[config.mk]
export PLATFORM = sky130hd
export DESIGN_NAME = fifo_rd_packer
export DESIGN_NICKNAME = d
export VERILOG_FILES = /design/src/rtl/fifo_rd_packer.sv
export SDC_FILE = /design/constraint.sdc
export NUM_CORES = 1
export LEC_CHECK = 0
export CELL_PAD_IN_SITES_DETAIL_PLACEMENT = 0
export CELL_PAD_IN_SITES_GLOBAL_PLACEMENT = 1
export CORE_MARGIN = 5
export CORE_UTILIZATION = 44
export CTS_CLUSTER_DIAMETER = 100
export DETAILED_ROUTE_END_ITERATION = 10
export GPL_TIMING_DRIVEN = 0
export PLACE_DENSITY = 0.81
export SYNTH_ARGS = -nofsm -noshare
export SYNTH_HDL_FRONTEND = slang
export SYNTH_SLANG_ARGS = --single-unit
[constraint.sdc]
create_clock -name i_CLK -period 5.3 [get_ports i_CLK]
set_input_delay 1.06 -clock i_CLK [delete_from_list [all_inputs] [get_ports i_CLK]]
set_output_delay 1.06 -clock i_CLK [all_outputs]
set_load 0.01 [all_outputs]
[src/rtl/fifo_rd_packer.sv]
// fifo_rd_packer
// Pops WIDTH-bit entries from a first-word-fall-through FIFO and packs RATIO
// consecutive entries into one wide word on a valid/ready stream. A partial
// word leaves on an explicit flush request or after TIMEOUT idle cycles.
//
// Ports:
//   i_CLK         clock, rising edge
//   i_RESET       synchronous active-high reset
//   i_FIFO_DATA   head-of-FIFO data (valid while i_FIFO_EMPTY=0)
//   i_FIFO_EMPTY  FIFO empty flag
//   o_FIFO_RD_EN  pop strobe (combinational)
//   i_FLUSH       single-cycle request to emit the partial word
//   o_DATA        packed word, lane 0 = oldest entry in bits [WIDTH-1:0]
//   o_KEEP        per-lane valid bits, contiguous from lane 0
//   o_LAST        word was closed by a flush
//   o_VALID       output word valid
//   i_READY       downstream accept
module fifo_rd_packer #(
  parameter int WIDTH   = 8,
  parameter int RATIO   = 4,
  parameter int TIMEOUT = 16
) (
  input  logic                   i_CLK,
  input  logic                   i_RESET,
  input  logic [WIDTH-1:0]       i_FIFO_DATA,
  input  logic                   i_FIFO_EMPTY,
  output logic                   o_FIFO_RD_EN,
  input  logic                   i_FLUSH,
  output logic [WIDTH*RATIO-1:0] o_DATA,
  output logic [RATIO-1:0]       o_KEEP,
  output logic                   o_LAST,
  output logic                   o_VALID,
  input  logic                   i_READY
);

  localparam int CNT_W  = $clog2(RATIO + 1);
  // Keep the idle counter at least one bit wide so TIMEOUT=0 still elaborates.
  localparam int IDLE_W = (TIMEOUT > 0) ? $clog2(TIMEOUT + 1) : 1;
  localparam logic [CNT_W-1:0]  CNT_FULL = CNT_W'(RATIO);
  localparam logic [IDLE_W-1:0] IDLE_MAX = IDLE_W'(TIMEOUT);

  logic [WIDTH-1:0]       lane_reg [RATIO];
  logic [CNT_W-1:0]       cnt_reg, cnt_next;
  logic [IDLE_W-1:0]      idle_reg, idle_next;
  logic                   flush_pending_reg, flush_pending_next;
  logic [WIDTH*RATIO-1:0] data_reg;
  logic [RATIO-1:0]       keep_reg;
  logic                   last_reg, valid_reg;

  logic                   acc_any, acc_full, out_free, expired, xfer, pop;
  logic [CNT_W-1:0]       wr_idx;
  logic [WIDTH*RATIO-1:0] packed_word;
  logic [RATIO-1:0]       keep_word;

  assign acc_any  = (cnt_reg != '0);
  assign acc_full = (cnt_reg == CNT_FULL);
  assign out_free = !valid_reg || i_READY;
  assign expired  = (TIMEOUT != 0) && (idle_reg == IDLE_MAX);

  // Any transfer with flush_pending set is attributed to the flush.
  assign xfer = out_free && (acc_full || (acc_any && (flush_pending_reg || expired)));

  // A full accumulator can still pop when it is emptied in the same cycle.
  assign pop = !i_RESET && !i_FIFO_EMPTY && !flush_pending_reg && (!acc_full || xfer);
  assign o_FIFO_RD_EN = pop;

  // On a transfer cycle the concurrent pop starts the next word at lane 0.
  assign wr_idx = xfer ? '0 : cnt_reg;

  for (genvar gi = 0; gi < RATIO; gi++) begin : g_lane
    assign keep_word[gi] = (CNT_W'(gi) < cnt_reg);
    assign packed_word[gi*WIDTH +: WIDTH] = keep_word[gi] ? lane_reg[gi] : '0;

    // Lane contents are qualified by cnt/keep, so they need no reset.
    always_ff @(posedge i_CLK) begin
      if (pop && (wr_idx == CNT_W'(gi))) begin
        lane_reg[gi] <= i_FIFO_DATA;
      end
    end
  end

  always_comb begin
    cnt_next = cnt_reg;
    if (xfer) begin
      cnt_next = '0;
    end
    if (pop) begin
      cnt_next = wr_idx + CNT_W'(1);
    end
  end

  always_comb begin
    idle_next = idle_reg;
    if (pop || !acc_any) begin
      idle_next = '0;
    end else if (idle_reg != IDLE_MAX) begin
      idle_next = idle_reg + IDLE_W'(1);
    end
  end

  always_comb begin
    flush_pending_next = flush_pending_reg;
    if (flush_pending_reg) begin
      // Nothing to emit means the request is simply dropped.
      if (xfer || !acc_any) begin
        flush_pending_next = 1'b0;
      end
    end else if (i_FLUSH) begin
      flush_pending_next = 1'b1;
    end
  end

  always_ff @(posedge i_CLK) begin
    if (i_RESET) begin
      cnt_reg           <= '0;
      idle_reg          <= '0;
      flush_pending_reg <= 1'b0;
      data_reg          <= '0;
      keep_reg          <= '0;
      last_reg          <= 1'b0;
      valid_reg         <= 1'b0;
    end else begin
      cnt_reg           <= cnt_next;
      idle_reg          <= idle_next;
      flush_pending_reg <= flush_pending_next;
      if (xfer) begin
        data_reg  <= packed_word;
        keep_reg  <= keep_word;
        last_reg  <= flush_pending_reg;
        valid_reg <= 1'b1;
      end else if (i_READY) begin
        valid_reg <= 1'b0;
      end
    end
  end

  assign o_DATA  = data_reg;
  assign o_KEEP  = keep_reg;
  assign o_LAST  = last_reg;
  assign o_VALID = valid_reg;

endmodule

# ---- Yosys cells after proc, flatten, opt, wreduce, memory -nomap -nowiden
# Memory sizes are Yosys's and may differ from the RTL's. A register that Yosys moved wholly into a read port is not among the register bits.
# Index checks and enable logic that the tools add are counted.
# Widths: inputs -> output; s select.
dict set report word_totals {
  ff_bits 47
  ramBits 32
  output_inout_bits 39
  word_cells 76
  n_memories 1
}
# memory depth width rd rd_clocked_by_memory_dff write_ports line
set mem_list {}
lappend mem_list {lane_reg 4 8 4 1 1 42} ;# logic [WIDTH-1:0] lane_reg [RATIO];
dict set report op_classes {
  addsub 2
  n_lt_le_gt_ge 4
  eq_ne 6
  mux 28
  n_reduce_logical 28
}
# operator n
set op_table {}
lappend op_table {{$mux 8} 7}
lappend op_table {{$reduce_or 8->1} 3}
lappend op_table {{$mux 1} 16}
lappend op_table {{$logic_and 1x1->1} 9}
lappend op_table {{$eq 3x2->1 const B} 2}
lappend op_table {{$logic_not 1->1} 6}
lappend op_table {{$logic_or 1x1->1} 6}
lappend op_table {{$lt 1x3->1 const A} 2}
lappend op_table {{$lt 2x3->1 const A} 2}
lappend op_table {{$mux 2} 3}
lappend op_table {{$mux 3} 2}
lappend op_table {{$add 5x1->5 const B} 1}
lappend op_table {{$eq 5x5->1 const B} 1}
lappend op_table {{$ne 5x5->1 const B} 1}
lappend op_table {{$add 3x1->3 const B} 1}
lappend op_table {{$eq 3x1->1 const B} 1}
lappend op_table {{$eq 3x3->1 const B} 1}
lappend op_table {{$logic_not 3->1} 1}
lappend op_table {{$reduce_bool 3->1} 1}
lappend op_table {{$reduce_bool 2->1} 1}
lappend op_table {{$reduce_or 2->1} 1}

# ---- Longest topological paths before layout
# Gate-level depths: netlist (run 1).
dict set report logic_depth {
  word_depth 14
  depth_mapped 10
  depth_no_buf 10
}

# ---- Worst setup path after synthesis (run 1)
# No wires, ideal clock.
dict set report synth_path {
  kind {input port to output port}
  startpoint {input port i_FIFO_EMPTY}
  endpoint {output port o_FIFO_RD_EN}
  t_arrival_ns 1.757
  slack_ns 2.483
  cell_stages 2
  path_buffers 0
  path_cell_list {or3_1 -> a31oi_2}
}
dict set report synth_via {
  elab_chain_len 4
}
# item line
set synth_rtl {}
lappend synth_rtl {{start, declared} 26} ;# input logic i_FIFO_EMPTY,
lappend synth_rtl {{$logic_not 1->1} 64} ;# assign pop = !i_RESET && !i_FIFO_EMPTY && !flush_pending_reg && (!acc_full || xfer);
lappend synth_rtl {{$logic_and 1x1->1 (3 in a row)} 64}
lappend synth_rtl {{end, declared} 27} ;# output logic o_FIFO_RD_EN,
# No other way between the ends.

# ---- Worst setup path in the final report (run 1)
# Same ends and word-level chain as after synthesis.

==> reports/results.txt, run 1 <==
CTS Buffer Depth - 2
# fillers - 560
Status - finished, final reports clean
Rows - 29
Total global routing overflow - 0
Leak - 1.33 nW
Die W - 91.4 µm
Number of synthesized register bits - 79
Clock latency at the later pin of the worst-skew pair - 0.34 ns
DR WL/cell - 15.7 µm
P_int - 0.000953 W
IO Pins - 52
First-pass GRT wire length - 10300 µm
Max Transition Viols Final - 0
CTS Hold Bufs - 0
Fmax - 0.256 GHz
Final Net Count - 336
Power Density - 330 nW/µm²
Syn Inst Count - 254
Drt total wl - 6260 µm
Final period util - 73.7%
Top post-synthesis cells by count - 47 x dfxtp_1, 44 x nand2_1, 32 x edfxtp_1
Vias/cell - 5.08
GRT Overall Usage - 15.6%
Post-DRT Antenna Nets - 0
Post-DP HPWL - 4400 µm
Slew headroom - 56.5%
Area Overhead vs Synth - 28.4%
Core Util, Final - 58.6%
Switching share of power - 22.7%
Via count - 2021
CTS clock-pin slew for the worst setup and hold paths - 0.08 ns
Remaining DRCs - 0
1st-iter DRT viols - 76
Endpoint class of the critical path - primary output
Post-Place Worst Slack - 1.38 ns
Ys async rst share - 0%
Setup TNS - 0 ns
RSZ-0062 raised after global routing - no
Final setup skew - 0.00983 ns
# setup viols final - 0
Clock H-tree levels - 3
Netlist cell types - 34
Cell Count Post-Placement - 382
Initial antenna violation count - 0
Mapped cell area - 2910 µm²
Post-CTS resize count - 0
Total length of routed met2 wires - 2830 µm
CTS Buf Count - 9
Fin cells - 398
Synth warnings - 0
PortBufs - 51
Syn Nets - 274
Total of max-cap violations - 0
Largest net degree at the start of global routing - 15
Top Layer Used - met4
Min cycle time layout - 3.91 ns
Most frequently used flop master after synthesis - dfxtp_1
RePlAce Congestion - 0.753
Number of diodes - 0
Die area - 8350 µm²
Reg power frac - 52.8%
Setup WS post-layout - 1.39 ns
Setup Fix Bufs, Post-CTS - 0
Die Height - 91.4 µm
CTS Sinks - 79
Comb pwr share - 7.6%
Drt first pass iters - 4
Psw - 0.000280 W
Tightest Hold Check Type - reg -> reg
Initial Utilization - 45.6%
Root Driver - clkbuf_8
WS Path Type - in -> out
Met3 wire length - 275 µm
Worst Path Required - 4.24 ns
Share of cells above drive strength 1 - 8.72%
Final Hold Vio Count - 0
Clock power share - 39.6%
Register area share after synthesis - 65.3%
Yosys top cell by area - edfxtp_1
Final hold slack - 0.454 ns
CP max FO - 7
Post-synth top area share - 33.0%
Crit path DAT - 2.85 ns
Vias in the first global route - 2036
CP startpoint kind - input pin
Post-synth EDFFs - 32
Met1 Routed Length - 3030 µm
Top cells by area, synth - edfxtp_1 33%, dfxtp_1 32%, nand2_1 5.7%
Slew @ Worst Pin - 0.652 ns
Most frequent cell after synthesis - dfxtp_1
TritonCTS clock tree - done
Worst-case vdd ir drop - 0.188 mV
Post-Syn Area per Cell - 11.5 µm²
CORE AREA - 6390 µm²
-- worst max-delay path: stages --
cell             delay (ns)
clkdlybuf4s50_1        0.43
or3_1                  0.38
a31oi_2                0.35
clkdlybuf4s50_1        0.61
-- power by group through the flow --
| stage | combinational, W | clock [W] | sequential [W] |
|---|---|---|---|
| floorplan | 0.0000493 | 0 | 0.000667 |
| global placement | 0.0000941 | 0 | 0.000665 |
| detailed placement | 0.0000950 | 0 | 0.000665 |
| CTS | 0.0000959 | 0.000497 | 0.000651 |
| global route | 0.000104 | 0.000525 | 0.000653 |
| finish | 0.0000943 | 0.000488 | 0.000651 |
-- cell type report --
| cell class | count | area, µm² | area share [%] |
|---|---|---|---|
| buffer | 12 | 65.1 | 1.74 |
| sequential | 79 | 1900 | 50.8 |
| timing repair buffer | 51 | 510 | 13.6 |
| clock inverter | 6 | 93.8 | 2.51 |
| tap | 77 | 96.3 | 2.57 |
| clock buffer | 10 | 128 | 3.41 |
| multi-input combinational | 158 | 928 | 24.8 |
| inverter | 5 | 18.8 | 0.502 |
-- cells by family after synthesis --
group	count (synthesis)	share of synthesized area [%]
fa+ha+maj	7	3.01
flops	79	65.3
xor+xnor	4	1.20
buf+inv	17	2.88
compound gates	47	11.0
simple gates	100	16.6
-- cell usage in the layout (no fill, tap or decap), types with 2 or more instances in the layout --
cell	instances
clkdlybuf4s50_1	51
dfxtp_1	47
nand2_1	44
edfxtp_1	32
a21oi_1	24
nand3_1	19
nor2_1	11
nand3b_1	10
clkbuf_8	9
a22o_1	8
ha_1	7
clkbuf_1	6
inv_1	5
buf_2	4
and2_1	4
nand2b_1	3
o21ai_0	3
a21o_1	3
nor3_1	3
or3_1	2
buf_4	2
xnor2_1	2
a211oi_1	2
xor2_1	2
clkinv_4	2
bufinv_16	2
-- worst paths after layout --
check             slack, ns  cells after the start                      from                  endpoint
setup / recovery       1.39                      4              i_FIFO_EMPTY              o_FIFO_RD_EN
hold / removal         0.45                      2  lane_reg[1][6]$_DFFE_PP_   o_DATA[14]$_SDFFE_PP0P_
setup reg to reg       2.70                      9  idle_reg[0]$_SDFFE_PP0N_  lane_reg[3][5]$_DFFE_PP_
hold reg to reg        0.45                      2  lane_reg[1][6]$_DFFE_PP_   o_DATA[14]$_SDFFE_PP0P_
-- metal layers --
metal,track usage (%),vias up
li1,-,1020
met1,20.9,948
met2,24.1,42
met3,3.47,11
met4,6.97,0
met5,0,-
-- stage by stage --
step	total power (W)	cell area, µm²
floorplan	0.000716	2910
global placement	0.000759	3520
detailed placement	0.000760	3520
CTS	0.00124	3740
global route	0.00128	3740
finish	0.00123	3740
(Power assumes the default switching activity.)
==> inputs of run 2 (changes only) <==
--- a/config.mk
+++ b/config.mk
@@ -8,11 +8,11 @@
 export CELL_PAD_IN_SITES_DETAIL_PLACEMENT = 0
 export CELL_PAD_IN_SITES_GLOBAL_PLACEMENT = 1
 export CORE_MARGIN = 5
-export CORE_UTILIZATION = 44
+export CORE_UTILIZATION = 37
 export CTS_CLUSTER_DIAMETER = 100
 export DETAILED_ROUTE_END_ITERATION = 10
 export GPL_TIMING_DRIVEN = 0
-export PLACE_DENSITY = 0.81
+export PLACE_DENSITY = 0.72
 export SYNTH_ARGS = -nofsm -noshare
 export SYNTH_HDL_FRONTEND = slang
 export SYNTH_SLANG_ARGS = --single-unit
==> constraint.sdc (replaced) <==
create_clock -name i_CLK -period 3.3 [get_ports i_CLK]
set_input_delay 0.66 -clock i_CLK [delete_from_list [all_inputs] [get_ports i_CLK]]
set_output_delay 0.66 -clock i_CLK [all_outputs]
set_load 0.01 [all_outputs]
==> run 2 against run 1 <==
Net effect: total power increased by 53%; sequential share of layout area about the same; utilization decreased by 9.9 points; routed wire length about the same; register-to-register slack got worse by 2.0 ns; clock skew decreased by 0.0014 ns; combinational power increased by 59%; sequential cell count unchanged; hold slack got worse by 0.0012 ns; count of clock-buffer cells in the layout unchanged; setup slack got worse by 1.2 ns; critical path type unchanged; largest cell class unchanged.
==> reports/results.txt, run 2 (synthesis results as in run 1) <==
Most frequent CP cell - clkdlybuf4s50_1
Endpoint class of the critical path - primary output
Tightest Hold Check Type - reg -> reg
Final period util - 94.3%
Slew @ Worst Pin - 0.698 ns
Reg2Reg Launch Point - idle_reg[0]$_SDFFE_PP0N_
Slew headroom - 53.4%
Drt first pass iters - 4
RSZ-0062 raised after global routing - no
Total global routing overflow - 0
CTS Buf Count - 9
WS Path Type - in -> out
Worst-case vdd ir drop - 0.299 mV
CP startpoint kind - input pin
Min cycle time layout - 3.11 ns
Post-CTS resize count - 0
Min-delay src - o_DATA[7]$_SDFFE_PP0P_
Post-DP HPWL - 4450 µm
Worst Path Required - 2.64 ns
Commonest non-fill, non-tap cell in the layout - clkdlybuf4s50_1
Remaining DRCs - 0
Rows - 32
Tot Pwr - 0.00189 W
GRT Overall Usage - 13.7%
Final Hold Vio Count - 0
Die area - 9750 µm²
IO Pins - 52
Final Net Count - 336
Post-DRT Antenna Nets - 0
Largest delay share family, worst path - buffers and inverters
Vias in the first global route - 2025
CTS Buffer Depth - 2
DR WL/cell - 14.8 µm
Vias/cell - 4.77
Number of diodes - 0
Crit path DAT - 2.45 ns
Fmax - 0.322 GHz
CORE AREA - 7690 µm²
Worst path slowest cell - clkdlybuf4s50_1
Root Driver - clkbuf_8
WP depth - 4
Die W - 98.7 µm
TritonCTS clock tree - done
Crit-path cells - clkdlybuf4s50_1, or3_1, a31oi_2, clkdlybuf4s50_1
Clock H-tree levels - 3
Most frequent cells in the layout - 51 x clkdlybuf4s50_1, 47 x dfxtp_1, 44 x nand2_1
1st-iter DRT viols - 118
Setup TNS - 0 ns
CTS Sinks - 79
CP Launch Point - i_FIFO_EMPTY
Clock latency at the later pin of the worst-skew pair - 0.35 ns
Power Density - 504 nW/µm²
Final setup skew - 0.00846 ns
Reg-to-reg setup timing slack - 0.69 ns
CTS clock-pin slew for the worst setup and hold paths - 0.07 ns
Max stage delay on crit path - 0.61 ns
RePlAce Congestion - 0.755
Die Height - 98.7 µm
Drt total wl - 6270 µm
PortBufs - 51
Leak - 1.32 nW
Via count - 2016
Initial antenna violation count - 0
First-pass GRT wire length - 10400 µm
Total of max-cap violations - 0
Setup Fix Bufs, Post-CTS - 0
Largest net degree at the start of global routing - 15
Area Overhead vs Synth - 28.4%
# setup viols final - 0
Max Transition Viols Final - 0
Reg2Reg Depth - 9
Setup crit end - o_FIFO_RD_EN
CTS Hold Bufs - 0
Status - finished, final reports clean
Worst path buffer plus inverter count - 2
Initial Utilization - 37.9%
Worst R2R End - lane_reg[3][4]$_DFFE_PP_
CP max FO - 7
Share of cells above drive strength 1 - 8.72%
==> run 2: cell count changes in the layout (fill, tap and decap cells not counted), sizes merged <==
| cell | before | now |
|---|---|---|
| bufinv | 2 | 1 |
| clkinvlp | 0 | 1 |
==> run 2: where the power goes <==
group	internal [W]	total, W	switching, W
logic	0.0000631	0.000150	0.0000864
registers	0.00103	0.00105	0.0000106
clock network	0.000348	0.000692	0.000344
total	0.00145	0.00189	0.000441
==> run 2: area by class of cell <==
type / instances / area, µm²
Fill cell: 739 / 3950
Sequential cell: 79 / 1900
Multi-Input combinational cell: 158 / 928
Timing Repair Buffer: 51 / 510
Clock buffer: 10 / 128
Tap cell: 102 / 128
Buffer: 12 / 65.1
Clock inverter: 6 / 61.3
Inverter: 5 / 18.8
==> run 2: per-layer routing <==
metal | vias to the layer above | routed length (µm) | share of wire [%] | track usage, %
met5 | - | 0 | 0 | 0
met4 | 0 | 81 | 1.3 | 4.83
met3 | 10 | 384 | 6.1 | 4.67
met2 | 50 | 2750 | 44 | 20.2
met1 | 942 | 3050 | 49 | 18.8
li1 | 1014 | - | - | -
==> run 2: worst min-delay path by stage <==
stage | slack (ns) | cells past startpoint | to
after floorplan | 0.43 | 2 | o_DATA[10]$_SDFFE_PP0P_
after global placement | 0.43 | 2 | o_DATA[14]$_SDFFE_PP0P_
after detailed placement | 0.45 | 2 | o_DATA[7]$_SDFFE_PP0P_
after CTS | 0.46 | 2 | o_DATA[7]$_SDFFE_PP0P_
after global routing | 0.47 | 2 | o_DATA[7]$_SDFFE_PP0P_
final | 0.45 | 2 | o_DATA[7]$_SDFFE_PP0P_
==> run 2: worst min-delay path, stage by stage, from the launching register on <==
cell and delay, ns:
dfxtp_1 0.31, nand2_1 0.05, a21oi_1 0.05
==> run 2: through the flow <==
stage	utilization (%)	worst slack [ns]	hold slack (ns)	cells	cell area [µm²]
6_report	48.7	0.190	0.453	423	3740
5_1_grt	48.7	0.118	0.475	423	3740
4_1_cts	48.7	0.171	0.457	423	3740
3_5_place_dp	46.2	0.174	0.446	407	3550
3_3_place_gp	46.2	0.179	0.434	407	3550
2_1_floorplan	-	1.08	0.429	254	2910
==> inputs of run 3 (changes only) <==
--- a/config.mk
+++ b/config.mk
@@ -13,6 +13,7 @@
 export DETAILED_ROUTE_END_ITERATION = 10
 export GPL_TIMING_DRIVEN = 0
 export PLACE_DENSITY = 0.72
+export RECOVER_POWER = 25
 export SYNTH_ARGS = -nofsm -noshare
 export SYNTH_HDL_FRONTEND = slang
 export SYNTH_SLANG_ARGS = --single-unit
==> run 3 against run 2 <==
Net effect: routed wire length about the same; fmax decreased by 0.45%; die area stayed put; critical path depth increased by 1; clock power about the same; sequential power barely moved; global-route usage did not move; sequential share of layout area about the same; utilization is essentially flat; critical path type unchanged; largest cell class unchanged.
==> reports/results.txt, run 3 (synthesis results as in run 1) <==
Root Driver - clkbuf_8
Max Transition Viols Final - 0
P_int - 0.00144 W
Number of diodes - 0
Switching share of power - 23.4%
Setup TNS - 0 ns
CTS clock-pin slew for the worst setup and hold paths - 0.07 ns
Die W - 98.7 µm
RSZ-0062 raised after global routing - no
Remaining DRCs - 0
Most frequent cells in the layout - 47 x dfxtp_1, 44 x nand2_1, 40 x clkdlybuf4s50_1
Worst-case vdd ir drop - 0.298 mV
Post-DP HPWL - 4450 µm
Total global routing overflow - 0
Total of max-cap violations - 0
Area Overhead vs Synth - 28.3%
Slew @ Worst Pin - 0.697 ns
Die Height - 98.7 µm
Initial antenna violation count - 0
CORE AREA - 7690 µm²
Crit-path cells - clkdlybuf4s50_1, nor2b_1, clkbuf_1, a31oi_2, clkdlybuf4s50_1
Final setup skew - 0.00846 ns
Largest net degree at the start of global routing - 15
Power Density - 504 nW/µm²
Drt first pass iters - 4
WS Path Type - in -> out
First-pass GRT wire length - 10400 µm
1st-iter DRT viols - 115
Vias/cell - 4.78
Reg power frac - 55.5%
Rows - 32
IO Pins - 52
# fillers - 740
# setup viols final - 0
Clock H-tree levels - 3
Clock power share - 36.7%
CTS Buf Count - 9
Post-DRT Antenna Nets - 0
Status - finished, final reports clean
Clock latency at the later pin of the worst-skew pair - 0.34 ns
Leak - 1.32 nW
PortBufs - 51
CP max FO - 9
DR WL/cell - 14.8 µm
Share of cells above drive strength 1 - 8.41%
TritonCTS clock tree - done
CTS Buffer Depth - 2
CTS Sinks - 79
Endpoint class of the critical path - primary output
Min cycle time layout - 3.12 ns
Tightest Hold Check Type - reg -> reg
Post-CTS resize count - 0
Worst path slowest cell - clkdlybuf4s50_1
Worst Path Required - 2.64 ns
Die area - 9750 µm²
Commonest non-fill, non-tap cell in the layout - dfxtp_1
Drt total wl - 6260 µm
Vias in the first global route - 2025
Max stage delay on crit path - 0.61 ns
Final Hold Vio Count - 0
Psw - 0.000441 W
Slew headroom - 53.4%
RePlAce Congestion - 0.755
Most frequent CP cell - clkdlybuf4s50_1
Area of the multi-input gates - 928 µm²
Crit path DAT - 2.46 ns
CTS Hold Bufs - 0
GRT Overall Usage - 13.7%
Fmax - 0.320 GHz
Setup Fix Bufs, Post-CTS - 0
Via count - 2020
Final hold slack - 0.453 ns
Initial Utilization - 37.9%
Final Net Count - 336
Final period util - 94.7%
CP startpoint kind - input pin
Comb pwr share - 7.8%
Register area - 1900 µm²
run 3: cell count changes in the layout (fill, tap and decap cells not counted):
| cell | previous run | this run |
|---|---|---|
| dlygate4sd3_1 | 0 | 11 |
| buf_2 | 4 | 3 |
| clkdlybuf4s50_1 | 51 | 40 |
| clkbuf_1 | 6 | 7 |
run 3: final timing paths:
| kind | cells past startpoint | slack, ns | startpoint | to |
|---|---|---|---|---|
| max | 5 | 0.18 | i_READY | o_FIFO_RD_EN |
| max reg2reg | 9 | 0.69 | idle_reg[0]$_SDFFE_PP0N_ | lane_reg[3][4]$_DFFE_PP_ |
| min reg2reg | 2 | 0.45 | o_DATA[7]$_SDFFE_PP0P_ | o_DATA[7]$_SDFFE_PP0P_ |
| min | 2 | 0.45 | o_DATA[7]$_SDFFE_PP0P_ | o_DATA[7]$_SDFFE_PP0P_ |
run 3: critical path: cells and delay by family:
kind,cells,cell delay [ns]
buffers and inverters,3,1.32
AOI/OAI and AO/OA,1,0.44
and+or+nand+nor,1,0.04
run 3: layout make-up:
class	instances	area share (%)
inverters	5	0.502
flip-flops and latches	79	50.9
clock buffers	10	3.41
clock inverters	6	1.64
well taps	102	3.41
repair buffers	51	13.7
plain buffers	12	1.71
multi-input cells	158	24.8
run 3: through the flow:
step | power (W) | setup slack, ns | instances | instance area, µm² | utilization [%]
3_5_place_dp | 0.00122 | 0.174 | 407 | 3550 | 46.2
4_1_cts | 0.00191 | 0.171 | 423 | 3740 | 48.7
5_1_grt | 0.00197 | 0.0624 | 423 | 3740 | 48.6
2_1_floorplan | 0.00115 | 1.08 | 254 | 2910 | -
3_3_place_gp | 0.00122 | 0.179 | 407 | 3550 | 46.2
6_report | 0.00188 | 0.176 | 423 | 3740 | 48.6
run 3: power groups by stage:
stage,clock network (W),registers (W),logic [W]
floorplan,0,0.00107,0.0000792
global placement,0,0.00107,0.000153
detailed placement,0,0.00107,0.000153
CTS,0.000713,0.00105,0.000153
global route,0.000754,0.00105,0.000163
finish,0.000692,0.00105,0.000147
run 3: per-layer routing:
metal,GRT usage (%),routed length (µm),vias up
li1,-,-,1015
met1,18.8,3060,945
met2,20.2,2750,50
met3,4.67,378,10
met4,4.83,81,0
met5,0,0,-
